File: config.mk
export PLATFORM = sky130hd
export DESIGN_NAME = instruction_control_unit
export DESIGN_NICKNAME = d
export VERILOG_FILES = /design/src/rtl/instruction_control_unit.sv
export SDC_FILE = /design/constraint.sdc
export NUM_CORES = 1
export LEC_CHECK = 0
export ABC_AREA = 1
export CORE_MARGIN = 2
export CORE_UTILIZATION = 42
export CTS_BUF_LIST = sky130_fd_sc_hd__clkbuf_8 sky130_fd_sc_hd__clkbuf_16
export DETAILED_ROUTE_END_ITERATION = 12
export PLACE_DENSITY_LB_ADDON = 0.08
export SKIP_LAST_GASP = 1
export SLEW_MARGIN = 20
export SYNTH_ARGS = -nofsm -noshare
export SYNTH_HDL_FRONTEND = slang
export SYNTH_SLANG_ARGS = --single-unit
File: constraint.sdc
create_clock -name clk -period 1.6 [get_ports clk]
set_input_delay 0.32 -clock clk [delete_from_list [all_inputs] [get_ports clk]]
set_output_delay 0.32 -clock clk [all_outputs]
set_load 0.01 [all_outputs]
File: src/rtl/instruction_control_unit.sv
// Hardwired Moore control sequencer: fetch T0-T2, per-opcode execute T3-T7, HALT until reset.
// Control outputs are registered from the next-state decode so they are glitch-free for the datapath.
module instruction_control_unit (
    input  logic        clk,
    input  logic        reset_n,
    input  logic [31:0] IR_Data,
    input  logic        con_output,
    output logic        PC_enable,
    output logic        PC_increment_enable,
    output logic        IR_enable,
    output logic        Y_enable,
    output logic        Z_enable,
    output logic        MAR_enable,
    output logic        MDR_enable,
    output logic        r_enable,
    output logic        con_enable,
    output logic        manual_R15_enable,
    output logic        read,
    output logic        write,
    output logic        Gra,
    output logic        Grb,
    output logic        Grc,
    output logic        ba_select,
    output logic        PC_select,
    output logic        Z_LO_select,
    output logic        MDR_select,
    output logic        c_select,
    output logic        r_select,
    output logic [4:0]  alu_instruction,
    output logic        run,
    output logic        instr_done
);

    localparam int unsigned OP_W  = 5;
    localparam int unsigned ALU_W = 5;

    localparam logic [ALU_W-1:0] ALU_ADD = 5'b00001;
    localparam logic [ALU_W-1:0] ALU_SUB = 5'b00010;
    localparam logic [ALU_W-1:0] ALU_AND = 5'b00011;
    localparam logic [ALU_W-1:0] ALU_OR  = 5'b00100;

    localparam logic [OP_W-1:0] OP_LD   = 5'b00000;
    localparam logic [OP_W-1:0] OP_LDI  = 5'b00001;
    localparam logic [OP_W-1:0] OP_ST   = 5'b00010;
    localparam logic [OP_W-1:0] OP_ADD  = 5'b00011;
    localparam logic [OP_W-1:0] OP_SUB  = 5'b00100;
    localparam logic [OP_W-1:0] OP_AND  = 5'b00101;
    localparam logic [OP_W-1:0] OP_OR   = 5'b00110;
    localparam logic [OP_W-1:0] OP_ADDI = 5'b01100;
    localparam logic [OP_W-1:0] OP_BR   = 5'b10011;
    localparam logic [OP_W-1:0] OP_JR   = 5'b10100;
    localparam logic [OP_W-1:0] OP_JAL  = 5'b10101;
    localparam logic [OP_W-1:0] OP_HALT = 5'b11011;

    typedef enum logic [3:0] {
        S_IDLE = 4'd0,
        S_T0   = 4'd1,
        S_T1   = 4'd2,
        S_T2   = 4'd3,
        S_T3   = 4'd4,
        S_T4   = 4'd5,
        S_T5   = 4'd6,
        S_T6   = 4'd7,
        S_T7   = 4'd8,
        S_HALT = 4'd9
    } state_t;

    typedef struct packed {
        logic             pc_en;
        logic             pc_inc;
        logic             ir_en;
        logic             y_en;
        logic             z_en;
        logic             mar_en;
        logic             mdr_en;
        logic             r_en;
        logic             con_en;
        logic             r15_en;
        logic             rd;
        logic             wr;
        logic             gra;
        logic             grb;
        logic             grc;
        logic             ba;
        logic             pc_sel;
        logic             zlo_sel;
        logic             mdr_sel;
        logic             c_sel;
        logic             r_sel;
        logic [ALU_W-1:0] alu;
        logic             run;
        logic             done;
    } ctl_t;

    state_t            r_state;
    state_t            w_next;
    logic [OP_W-1:0]   r_opcode;
    logic [OP_W-1:0]   w_op_nxt;
    ctl_t              r_ctl;
    ctl_t              w_ctl;
    logic              w_unused_ir;

    // Register fields are consumed by the datapath's select/encode block, not here.
    assign w_unused_ir = ^IR_Data[26:0];

    // Opcode is latched as fetch completes; execute states use the latched copy.
    assign w_op_nxt = (r_state == S_T2) ? IR_Data[31:27] : r_opcode;

    // Next-state logic
    always_comb begin
        w_next = S_T0;
        case (r_state)
            S_IDLE: w_next = S_T0;
            S_T0:   w_next = S_T1;
            S_T1:   w_next = S_T2;
            S_T2:   w_next = S_T3;
            S_T3: begin
                case (r_opcode)
                    OP_HALT: w_next = S_HALT;
                    OP_ADD, OP_SUB, OP_AND, OP_OR, OP_ADDI,
                    OP_LDI, OP_LD, OP_ST, OP_BR, OP_JAL: w_next = S_T4;
                    default: w_next = S_T0;
                endcase
            end
            S_T4:   w_next = (r_opcode == OP_JAL) ? S_T0 : S_T5;
            S_T5: begin
                case (r_opcode)
                    OP_LD, OP_ST, OP_BR: w_next = S_T6;
                    default:             w_next = S_T0;
                endcase
            end
            S_T6:   w_next = (r_opcode == OP_BR) ? S_T0 : S_T7;
            S_T7:   w_next = S_T0;
            S_HALT: w_next = S_HALT;
            default: w_next = S_T0;
        endcase
    end

    // Control decode for the state being entered
    always_comb begin
        w_ctl = '0;
        case (w_next)
            S_T0: begin
                w_ctl.run     = 1'b1;
                w_ctl.pc_sel  = 1'b1;
                w_ctl.mar_en  = 1'b1;
            end
            S_T1: begin
                w_ctl.run     = 1'b1;
                w_ctl.pc_inc  = 1'b1;
                w_ctl.rd      = 1'b1;
                w_ctl.mdr_en  = 1'b1;
            end
            S_T2: begin
                w_ctl.run     = 1'b1;
                w_ctl.mdr_sel = 1'b1;
                w_ctl.ir_en   = 1'b1;
            end
            S_T3: begin
                w_ctl.run = 1'b1;
                case (w_op_nxt)
                    OP_ADD, OP_SUB, OP_AND, OP_OR, OP_ADDI: begin
                        w_ctl.grb   = 1'b1;
                        w_ctl.r_sel = 1'b1;
                        w_ctl.y_en  = 1'b1;
                    end
                    OP_LDI, OP_LD, OP_ST: begin
                        w_ctl.grb  = 1'b1;
                        w_ctl.ba   = 1'b1;
                        w_ctl.y_en = 1'b1;
                    end
                    OP_BR: begin
                        w_ctl.gra    = 1'b1;
                        w_ctl.r_sel  = 1'b1;
                        w_ctl.con_en = 1'b1;
                    end
                    OP_JR: begin
                        w_ctl.gra   = 1'b1;
                        w_ctl.r_sel = 1'b1;
                        w_ctl.pc_en = 1'b1;
                        w_ctl.done  = 1'b1;
                    end
                    OP_JAL: begin
                        w_ctl.r15_en = 1'b1;
                        w_ctl.pc_sel = 1'b1;
                    end
                    OP_HALT: w_ctl.done = 1'b0;
                    default: w_ctl.done = 1'b1;
                endcase
            end
            S_T4: begin
                w_ctl.run = 1'b1;
                case (w_op_nxt)
                    OP_ADD, OP_SUB, OP_AND, OP_OR: begin
                        w_ctl.grc   = 1'b1;
                        w_ctl.r_sel = 1'b1;
                        w_ctl.z_en  = 1'b1;
                        case (w_op_nxt)
                            OP_SUB:  w_ctl.alu = ALU_SUB;
                            OP_AND:  w_ctl.alu = ALU_AND;
                            OP_OR:   w_ctl.alu = ALU_OR;
                            default: w_ctl.alu = ALU_ADD;
                        endcase
                    end
                    OP_ADDI, OP_LDI, OP_LD, OP_ST: begin
                        w_ctl.c_sel = 1'b1;
                        w_ctl.alu   = ALU_ADD;
                        w_ctl.z_en  = 1'b1;
                    end
                    OP_BR: begin
                        w_ctl.pc_sel = 1'b1;
                        w_ctl.y_en   = 1'b1;
                    end
                    OP_JAL: begin
                        w_ctl.gra   = 1'b1;
                        w_ctl.r_sel = 1'b1;
                        w_ctl.pc_en = 1'b1;
                        w_ctl.done  = 1'b1;
                    end
                    default: w_ctl.run = 1'b1;
                endcase
            end
            S_T5: begin
                w_ctl.run = 1'b1;
                case (w_op_nxt)
                    OP_LD, OP_ST: begin
                        w_ctl.zlo_sel = 1'b1;
                        w_ctl.mar_en  = 1'b1;
                    end
                    OP_BR: begin
                        w_ctl.c_sel = 1'b1;
                        w_ctl.alu   = ALU_ADD;
                        w_ctl.z_en  = 1'b1;
                    end
                    default: begin
                        w_ctl.zlo_sel = 1'b1;
                        w_ctl.gra     = 1'b1;
                        w_ctl.r_en    = 1'b1;
                        w_ctl.done    = 1'b1;
                    end
                endcase
            end
            S_T6: begin
                w_ctl.run = 1'b1;
                case (w_op_nxt)
                    OP_LD: begin
                        w_ctl.rd     = 1'b1;
                        w_ctl.mdr_en = 1'b1;
                    end
                    OP_ST: begin
                        w_ctl.gra    = 1'b1;
                        w_ctl.r_sel  = 1'b1;
                        w_ctl.mdr_en = 1'b1;
                    end
                    default: begin
                        // Branch commits Z to PC only when the condition flop is set.
                        w_ctl.done    = 1'b1;
                        w_ctl.zlo_sel = con_output;
                        w_ctl.pc_en   = con_output;
                    end
                endcase
            end
            S_T7: begin
                w_ctl.run  = 1'b1;
                w_ctl.done = 1'b1;
                if (w_op_nxt == OP_ST) begin
                    w_ctl.wr = 1'b1;
                end else begin
                    w_ctl.mdr_sel = 1'b1;
                    w_ctl.gra     = 1'b1;
                    w_ctl.r_en    = 1'b1;
                end
            end
            default: w_ctl = '0;
        endcase
    end

    // State, latched opcode and registered controls
    always_ff @(posedge clk or negedge reset_n) begin
        if (!reset_n) begin
            r_state  <= S_IDLE;
            r_opcode <= '0;
            r_ctl    <= '0;
        end else begin
            r_state  <= w_next;
            r_opcode <= w_op_nxt;
            r_ctl    <= w_ctl;
        end
    end

    assign PC_enable           = r_ctl.pc_en;
    assign PC_increment_enable = r_ctl.pc_inc;
    assign IR_enable           = r_ctl.ir_en;
    assign Y_enable            = r_ctl.y_en;
    assign Z_enable            = r_ctl.z_en;
    assign MAR_enable          = r_ctl.mar_en;
    assign MDR_enable          = r_ctl.mdr_en;
    assign r_enable            = r_ctl.r_en;
    assign con_enable          = r_ctl.con_en;
    assign manual_R15_enable   = r_ctl.r15_en;
    assign read                = r_ctl.rd;
    assign write               = r_ctl.wr;
    assign Gra                 = r_ctl.gra;
    assign Grb                 = r_ctl.grb;
    assign Grc                 = r_ctl.grc;
    assign ba_select           = r_ctl.ba;
    assign PC_select           = r_ctl.pc_sel;
    assign Z_LO_select         = r_ctl.zlo_sel;
    assign MDR_select          = r_ctl.mdr_sel;
    assign c_select            = r_ctl.c_sel;
    assign r_select            = r_ctl.r_sel;
    assign alu_instruction     = r_ctl.alu;
    assign run                 = r_ctl.run;
    assign instr_done          = r_ctl.done;

endmodule

==> results of run 1 <==
[cell usage after synthesis, drive strengths merged]
cell / number
nor2: 29
nand2: 68
nand4: 3
inv: 33
nand3b: 6
a31oi: 1
nor3b: 1
o31ai: 1
a21oi: 2
clkbuf: 1
o21ai: 7
nor3: 8
xnor2: 1
nand3: 22
buf: 3
dfrtp: 35
conb: 1
clkinv: 2
[power groups by stage]
stage	sequential [W]	clock (W)	combinational (W)
after global placement	0.00133	0	0.00331
after CTS	0.00132	0.000967	0.00354
after global routing	0.00135	0.00101	0.00411
after floorplan	0.00141	0	0.00195
after detailed placement	0.00134	0	0.00333
final	0.00132	0.000955	0.00376
[final cells by class]
cell class	count	area, µm²	area share [%]
clock buffer	5	68.8	2.37
inverter	35	154	5.29
timing repair buffer	77	681	23.4
multi-input combinational	152	996	34.2
tap	52	65.1	2.24
clock inverter	3	67.6	2.32
sequential	35	877	30.2
[per-stage QoR]
| stage | hold WS (ps) | TNS, ps | power, W | instance area [µm²] | util, % |
|---|---|---|---|---|---|
| after CTS | 396 | -277 | 0.00583 | 2820 | 64.0 |
| after floorplan | 24.4 | 0 | 0.00336 | 1960 | - |
| after detailed placement | 631 | -2150 | 0.00467 | 2620 | 59.3 |
| final | 389 | -278 | 0.00604 | 2910 | 65.9 |
| after global routing | 415 | -2230 | 0.00647 | 2910 | 65.9 |
| after global placement | 619 | -2090 | 0.00465 | 2620 | 59.3 |
[repair_timing]
action	in CTS	in global routing
pin swaps	3	4
cloned	0	1
setup endpoints to repair	16	23
buffers inserted	3	4
hold buffers	0	0
resized for setup	11	14
[final timing paths]
path	slack, ps	start	to
min in group clk	620	r_state[0]$_DFF_PN0_	IR_enable$_DFF_PN0_
max in group asynchronous	1030	reset_n	r_state[3]$_DFF_PN0_
max	-90	r_state[3]$_DFF_PN0_	instr_done$_DFF_PN0_
max reg2reg	-90	r_state[3]$_DFF_PN0_	instr_done$_DFF_PN0_
min reg2reg	620	r_state[0]$_DFF_PN0_	IR_enable$_DFF_PN0_
min	390	reset_n	MDR_enable$_DFF_PN0_
[per-layer routing]
| layer | global-route usage, % | vias up |
|---|---|---|
| li1 | - | 859 |
| met4 | 7.13 | 0 |
| met1 | 25.0 | 783 |
| met5 | 0 | - |
| met2 | 29.6 | 39 |
| met3 | 5.14 | 4 |
[worst register-to-register path: cells and delay by family (launching register included)]
family,cells,cell delay [ps]
buffers and inverters,2,240
flip-flops,1,450
AND/OR/NAND/NOR,9,900
[cells by family (layout without fill, tap and decap cells)]
family,after synthesis,in the layout,share of synthesized area [%]
AOI/OAI and AO/OA,11,11,3.39
other,1,2,0.192
and+or+nand+nor,137,138,42.4
xor gates and xnor gates,1,1,0.447
buffers and inverters,39,120,8.88
DFF,35,35,44.7
==> impl_metrics.prom, run 1 <==
# TYPE chip_impl_metric gauge
chip_impl_metric{name="fillers",unit=""} 364
chip_impl_info{name="hold_class",value="input pin to asynchronous set/reset pin"} 1
chip_impl_metric{name="number_of_warnings_reported_in_the_yosys_synthesis_log",unit=""} 0
chip_impl_metric{name="postLayoutSetupSlackWorst",unit="ps"} -91.7
chip_impl_metric{name="fin_cells",unit=""} 359
chip_impl_metric{name="largest_reg_flops",unit=""} 5
chip_impl_metric{name="cts-root-to-sink-buffers",unit=""} 2
chip_impl_info{name="clk_root_buffer_cell",value="clkbuf_8"} 1
chip_impl_metric{name="placement.setup.worst_slack",unit="ps"} -200
chip_impl_metric{name="vias",unit=""} 1685
chip_impl_metric{name="synthDistinctLibCells",unit=""} 35
chip_impl_metric{name="worstPathBufferInverterCount",unit=""} 2
chip_impl_metric{name="worstSkewPairLatency",unit="ps"} 300
chip_impl_metric{name="wl_met3",unit="µm"} 239
chip_impl_metric{name="worstSetupPathDepth",unit=""} 11
chip_impl_info{name="slowest_stage",value="dfrtp_2"} 1
chip_impl_metric{name="post-place-cells",unit=""} 343
chip_impl_info{name="violations_in_the_final_reports",value="negative setup slack"} 1
chip_impl_info{name="synth_area_leader_cell",value="dfrtp_1"} 1
chip_impl_metric{name="detail_route.wirelength.met1",unit="µm"} 2020
chip_impl_metric{name="top_level_ports",unit=""} 63
chip_impl_metric{name="fp.coreArea",unit="µm²"} 4410
chip_impl_metric{name="ir_worst_vdd",unit="mV"} 1.11
chip_impl_metric{name="number_of_nets_in_the_layout",unit=""} 341
chip_impl_metric{name="report.final.setup_viol",unit=""} 8
chip_impl_info{name="criticalPathCategory",value="register to register"} 1
chip_impl_info{name="synth_top_cells_by_area",value="dfrtp_1, nand2_1, nand2_4"} 1
chip_impl_metric{name="post_route_cells_drive_above_1_share",unit="%"} 39.4
chip_impl_metric{name="finalHoldViolations",unit=""} 0
chip_impl_metric{name="cp_data_arrival_time",unit="ps"} 1880
chip_impl_metric{name="worstPathRequired",unit="ps"} 1790
chip_impl_metric{name="detailedRoute.firstPassIterationCount",unit=""} 4
chip_impl_info{name="path_delay_family",value="simple AND/OR/NAND/NOR gates"} 1
chip_impl_metric{name="route.detailed.drc",unit=""} 0
chip_impl_metric{name="critical-path-max-stage-delay",unit="ps"} 450
chip_impl_metric{name="period_share",unit="%"} 106
chip_impl_metric{name="synthesis.instances",unit=""} 224
chip_impl_metric{name="detailedRoute.firstIterationViolations",unit=""} 67
chip_impl_metric{name="number_of_antenna_violations_at_the_first_check_in_global_routing",unit=""} 0
chip_impl_info{name="path_cells",value="nor2_4 -> buf_6 -> nand3b_1 -> nand2_2 -> nand3_2 -> inv_2 -> nand2_4 -> nand3_2 -> nand2_1 -> nor2_1 -> nand2_1"} 1
chip_impl_info{name="rsz_0062_raised_after_global_routing",value="yes"} 1
chip_impl_metric{name="comb_power_share",unit="%"} 62.2
chip_impl_metric{name="final_period_minus_worst_setup_slack",unit="ps"} 1690
chip_impl_metric{name="route.antenna.remaining_nets",unit=""} 0
chip_impl_metric{name="grt_usage",unit="%"} 18.8
chip_impl_metric{name="synth_largest_type_area_fraction",unit="%"} 44.7
chip_impl_info{name="tritoncts",value="done"} 1
chip_impl_metric{name="global_route_wire_length_before_repair",unit="µm"} 7510
chip_impl_metric{name="report.final.slew_viol_count",unit=""} 0
chip_impl_metric{name="synth_area",unit="µm²"} 1960
chip_impl_metric{name="leakage",unit="nW"} 1.53
chip_impl_metric{name="detailroute.wirelength.met2",unit="µm"} 2100
chip_impl_metric{name="floorplan.initialDensity",unit="%"} 44.4
chip_impl_metric{name="grt_start_max_net_pins",unit=""} 36
chip_impl_info{name="outcome",value="complete, but fails checks"} 1
chip_impl_metric{name="portBuffers",unit=""} 33
chip_impl_metric{name="pwr-share-seq",unit="%"} 22.0
chip_impl_metric{name="max_freq",unit="MHz"} 591
chip_impl_metric{name="synth_seq_cells",unit=""} 35
chip_impl_info{name="critPathCaptureType",value="register"} 1
chip_impl_metric{name="die_area",unit="µm²"} 5220
chip_impl_info{name="final_common_cell",value="buf_4"} 1
chip_impl_metric{name="core.rowCount",unit=""} 24
chip_impl_metric{name="detailedPlacementHpwl",unit="µm"} 3290
chip_impl_metric{name="die-width",unit="µm"} 72.3
chip_impl_info{name="registers.top_by_ff_count",value="r_opcode"} 1
chip_impl_metric{name="power.net_switching",unit="W"} 0.00256
chip_impl_metric{name="clk_pin_slew_worst_paths",unit="ps"} 80
chip_impl_info{name="crit_path_start_kind",value="register"} 1
chip_impl_metric{name="final.setup_skew",unit="ps"} 8.08
chip_impl_metric{name="cts.sinks",unit=""} 35
chip_impl_metric{name="intPower",unit="W"} 0.00348
chip_impl_metric{name="globalplace.congestion",unit=""} 0.921
chip_impl_metric{name="dieHeight",unit="µm"} 72.3
chip_impl_metric{name="num_antenna_cells",unit=""} 0
chip_impl_metric{name="path_max_fanout",unit=""} 6
chip_impl_info{name="top_signal_layer_used",value="met4"} 1
chip_impl_metric{name="globalRouteOverflowTotal",unit=""} 0
chip_impl_info{name="final_cell_mix",value="buf_4, dfrtp_1, nand2_1, clkdlybuf4s50_1, inv_1"} 1
chip_impl_metric{name="htree_num_levels",unit=""} 2
chip_impl_metric{name="switching_share",unit="%"} 42.4
chip_impl_metric{name="cap_violations",unit=""} 0
chip_impl_metric{name="avgSynthCellArea",unit="µm²"} 8.74
chip_impl_metric{name="clock_buffer_count_from_cts",unit=""} 5
chip_impl_metric{name="synth_sequential_area_ratio",unit="%"} 44.7
chip_impl_metric{name="routed_wl",unit="µm"} 4390
chip_impl_metric{name="drt-wirelength-per-cell",unit="µm"} 12.2
chip_impl_metric{name="r2r_cells",unit=""} 11
chip_impl_metric{name="area_growth_syn_to_layout",unit="%"} 48.6
chip_impl_metric{name="route.detailed.vias_per_inst",unit=""} 4.69
chip_impl_metric{name="via_count_of_the_first_global_routing_pass",unit=""} 1667
chip_impl_metric{name="power.density_cell_area",unit="nW/µm²"} 2070
chip_impl_metric{name="clkPwrFrac",unit="%"} 15.8
No activity file was read; power rests on OpenSTA's default activity.
==> inputs of run 2 (changes only) <==
Settings changed: CAP_MARGIN set to 10.
==> results of run 2 <==
No change in the layout: final DEF, timing and power equal those of run 1.
==> inputs of run 3 (changes only) <==
Settings changed: CORE_UTILIZATION 42 to 49.
Clock period 1.6 ns to 2 ns, I/O delays scaled along.
==> run 3 against run 2 <==
  * The run now ends clean
  * Via count is 8.2% lower
  * Critical path depth up 1
  * Worst hold slack improved by 140 ps
  * Setup slack better by 310 ps
  * Core utilization down 0.13 points
  * Clock skew down 3.1 ps
  * Total power down 35%
  * Flip-flop and latch count did not move
  * Global-route usage up 0.66 points
  * Final cell count fell by 13%
  * Design area fell by 15%
  * Sequential share of layout area up 5.4 points
  * Largest power group unchanged
==> impl_metrics.prom, run 3 (synthesis gave the netlist of run 1 again) <==
# TYPE chip_impl_metric gauge
chip_impl_metric{name="die_area",unit="µm²"} 4520
chip_impl_metric{name="ir_worst_vdd",unit="mV"} 0.880
chip_impl_metric{name="totalNegativeSetupSlack",unit="ps"} 0
chip_impl_metric{name="dieHeight",unit="µm"} 67.2
chip_impl_info{name="critPathCaptureType",value="register"} 1
chip_impl_metric{name="detailedPlacementHpwl",unit="µm"} 2990
chip_impl_metric{name="clk_pin_slew_worst_paths",unit="ps"} 70
chip_impl_info{name="final_cell_mix",value="nand2_1, dfrtp_1, clkdlybuf4s50_1"} 1
chip_impl_metric{name="leakage",unit="nW"} 1.29
chip_impl_metric{name="final_period_minus_worst_setup_slack",unit="ps"} 1780
chip_impl_metric{name="number_of_antenna_violations_at_the_first_check_in_global_routing",unit=""} 0
chip_impl_metric{name="detailedRoute.firstPassIterationCount",unit=""} 5
chip_impl_metric{name="cts-root-to-sink-buffers",unit=""} 2
chip_impl_metric{name="clock_buffer_count_from_cts",unit=""} 5
chip_impl_metric{name="core.rowCount",unit=""} 22
chip_impl_metric{name="number_of_nets_in_the_layout",unit=""} 299
chip_impl_metric{name="top_level_ports",unit=""} 63
chip_impl_info{name="registers.top_by_ff_count",value="r_opcode"} 1
chip_impl_info{name="path_cells",value="nand2_4 -> inv_6 -> nand2_4 -> nand2_1 -> nand2_4 -> inv_2 -> nor3_4 -> nand2_1 -> nand3_2 -> nand2_2 -> clkinv_1 -> nand2_1"} 1
chip_impl_metric{name="worstPathRequired",unit="ps"} 2180
chip_impl_metric{name="postPlaceCellArea",unit="µm²"} 2340
chip_impl_metric{name="portBuffers",unit=""} 33
chip_impl_metric{name="layout.cell_area.non_filler",unit="µm²"} 2460
chip_impl_info{name="outcome",value="finished, final reports clean"} 1
chip_impl_metric{name="max_freq",unit="MHz"} 561
chip_impl_info{name="crit_path_start_kind",value="register"} 1
chip_impl_metric{name="finalHoldViolations",unit=""} 0
chip_impl_metric{name="critical-path-max-stage-delay",unit="ps"} 460
chip_impl_metric{name="route.detailed.drc",unit=""} 0
chip_impl_metric{name="worstSkewPairLatency",unit="ps"} 280
chip_impl_metric{name="grt_usage",unit="%"} 19.5
chip_impl_metric{name="period_share",unit="%"} 89.1
chip_impl_info{name="criticalPathCategory",value="register to register"} 1
chip_impl_metric{name="report.final.slew_viol_count",unit=""} 0
chip_impl_metric{name="cp_data_arrival_time",unit="ps"} 1960
chip_impl_metric{name="detailedRoute.firstIterationViolations",unit=""} 56
chip_impl_metric{name="die-width",unit="µm"} 67.2
chip_impl_metric{name="route.detailed.vias_per_inst",unit=""} 4.94
chip_impl_metric{name="post-place-cells",unit=""} 305
chip_impl_metric{name="vias",unit=""} 1547
chip_impl_metric{name="placement.setup.worst_slack",unit="ps"} 132
chip_impl_metric{name="routed_wl",unit="µm"} 3900
chip_impl_metric{name="fin_cells",unit=""} 313
chip_impl_metric{name="drt-wirelength-per-cell",unit="µm"} 12.4
chip_impl_metric{name="post_route_cells_drive_above_1_share",unit="%"} 24.9
chip_impl_metric{name="route.antenna.remaining_nets",unit=""} 0
chip_impl_metric{name="floorplan.initialDensity",unit="%"} 52.3
chip_impl_metric{name="report.final.setup_viol",unit=""} 0
chip_impl_metric{name="cts.sinks",unit=""} 35
chip_impl_metric{name="via_count_of_the_first_global_routing_pass",unit=""} 1441
chip_impl_info{name="slowest_stage",value="dfrtp_1"} 1
chip_impl_metric{name="final.setup_skew",unit="ps"} 4.98
chip_impl_metric{name="cap_violations",unit=""} 0
chip_impl_metric{name="path_max_fanout",unit=""} 11
chip_impl_metric{name="global_route_wire_length_before_repair",unit="µm"} 6600
chip_impl_info{name="hold_class",value="input pin to asynchronous set/reset pin"} 1
chip_impl_metric{name="power.density_cell_area",unit="nW/µm²"} 1590
chip_impl_metric{name="area_growth_syn_to_layout",unit="%"} 25.8
chip_impl_metric{name="grt_start_max_net_pins",unit=""} 36
chip_impl_info{name="critical_path.reg2reg.startpoint",value="r_state[0]$_DFF_PN0_"} 1
chip_impl_metric{name="htree_num_levels",unit=""} 2
chip_impl_metric{name="num_antenna_cells",unit=""} 0
chip_impl_info{name="clk_root_buffer_cell",value="clkbuf_8"} 1
chip_impl_info{name="crit_path_start",value="r_state[0]$_DFF_PN0_"} 1
chip_impl_info{name="tritoncts",value="done"} 1
chip_impl_metric{name="postCtsHoldBufs",unit=""} 0
chip_impl_metric{name="globalplace.congestion",unit=""} 0.833
chip_impl_info{name="final_common_cell",value="nand2_1"} 1
chip_impl_metric{name="number_of_gates_given_a_new_drive_strength_after_cts",unit=""} 0
chip_impl_info{name="rsz_0062_raised_after_global_routing",value="no"} 1
chip_impl_metric{name="globalRouteOverflowTotal",unit=""} 0
chip_impl_metric{name="post_cts_buffers",unit=""} 0
chip_impl_metric{name="postLayoutSetupSlackWorst",unit="ps"} 219
chip_impl_metric{name="largest_reg_flops",unit=""} 5
chip_impl_metric{name="fp.coreArea",unit="µm²"} 3740
chip_impl_metric{name="hold_ws",unit="ps"} 527
run 3: report_power, final:
| part | switching [W] | internal (W) | leakage [nW] |
|---|---|---|---|
| logic | 0.00139 | 0.000798 | 0.767 |
| clock network | 0.000239 | 0.000403 | 0.0612 |
| registers | 0.000160 | 0.000924 | 0.459 |
| total | 0.00179 | 0.00212 | 1.29 |
run 3: area by class of cell:
| cell class | count | area [µm²] |
|---|---|---|
| Clock buffer | 6 | 82.6 |
| Clock inverter | 2 | 35.0 |
| Fill cell | 338 | 1280 |
| Inverter | 35 | 144 |
| Multi-Input combinational cell | 151 | 912 |
| Sequential cell | 35 | 876 |
| Tap cell | 48 | 60.1 |
| Timing Repair Buffer | 36 | 353 |
run 3: final timing paths:
check,depth (start not counted),to,slack [ps]
setup / recovery,12,Gra$_DFF_PN0_,220
setup reg to reg,12,Gra$_DFF_PN0_,220
max in group asynchronous,2,read$_DFF_PN0_,1180
min in group clk,1,IR_enable$_DFF_PN0_,640
hold / removal,2,r_state[2]$_DFF_PN0_,530
hold reg to reg,1,IR_enable$_DFF_PN0_,640
run 3: critical path: cells and delay by family (launching register included):
family / cells / cell delay [ps]
buf+inv: 3 / 190
flops: 1 / 460
simple gates: 9 / 1030
run 3: metrics by stage:
stage          total power [W]  util, %
5_1_grt                0.00422     65.8
3_3_place_gp           0.00325     62.6
4_1_cts                0.00393     65.8
2_1_floorplan          0.00269        -
3_5_place_dp           0.00328     62.6
6_report               0.00391     65.8
run 3: metal layers:
metal  wire (µm)  up-vias  track usage [%]
met2        1830       54             31.4
li1            -      777                -
met1        1820      709             26.5
met4          57        0             6.38
met5           0        -                0
met3         194        7             3.83
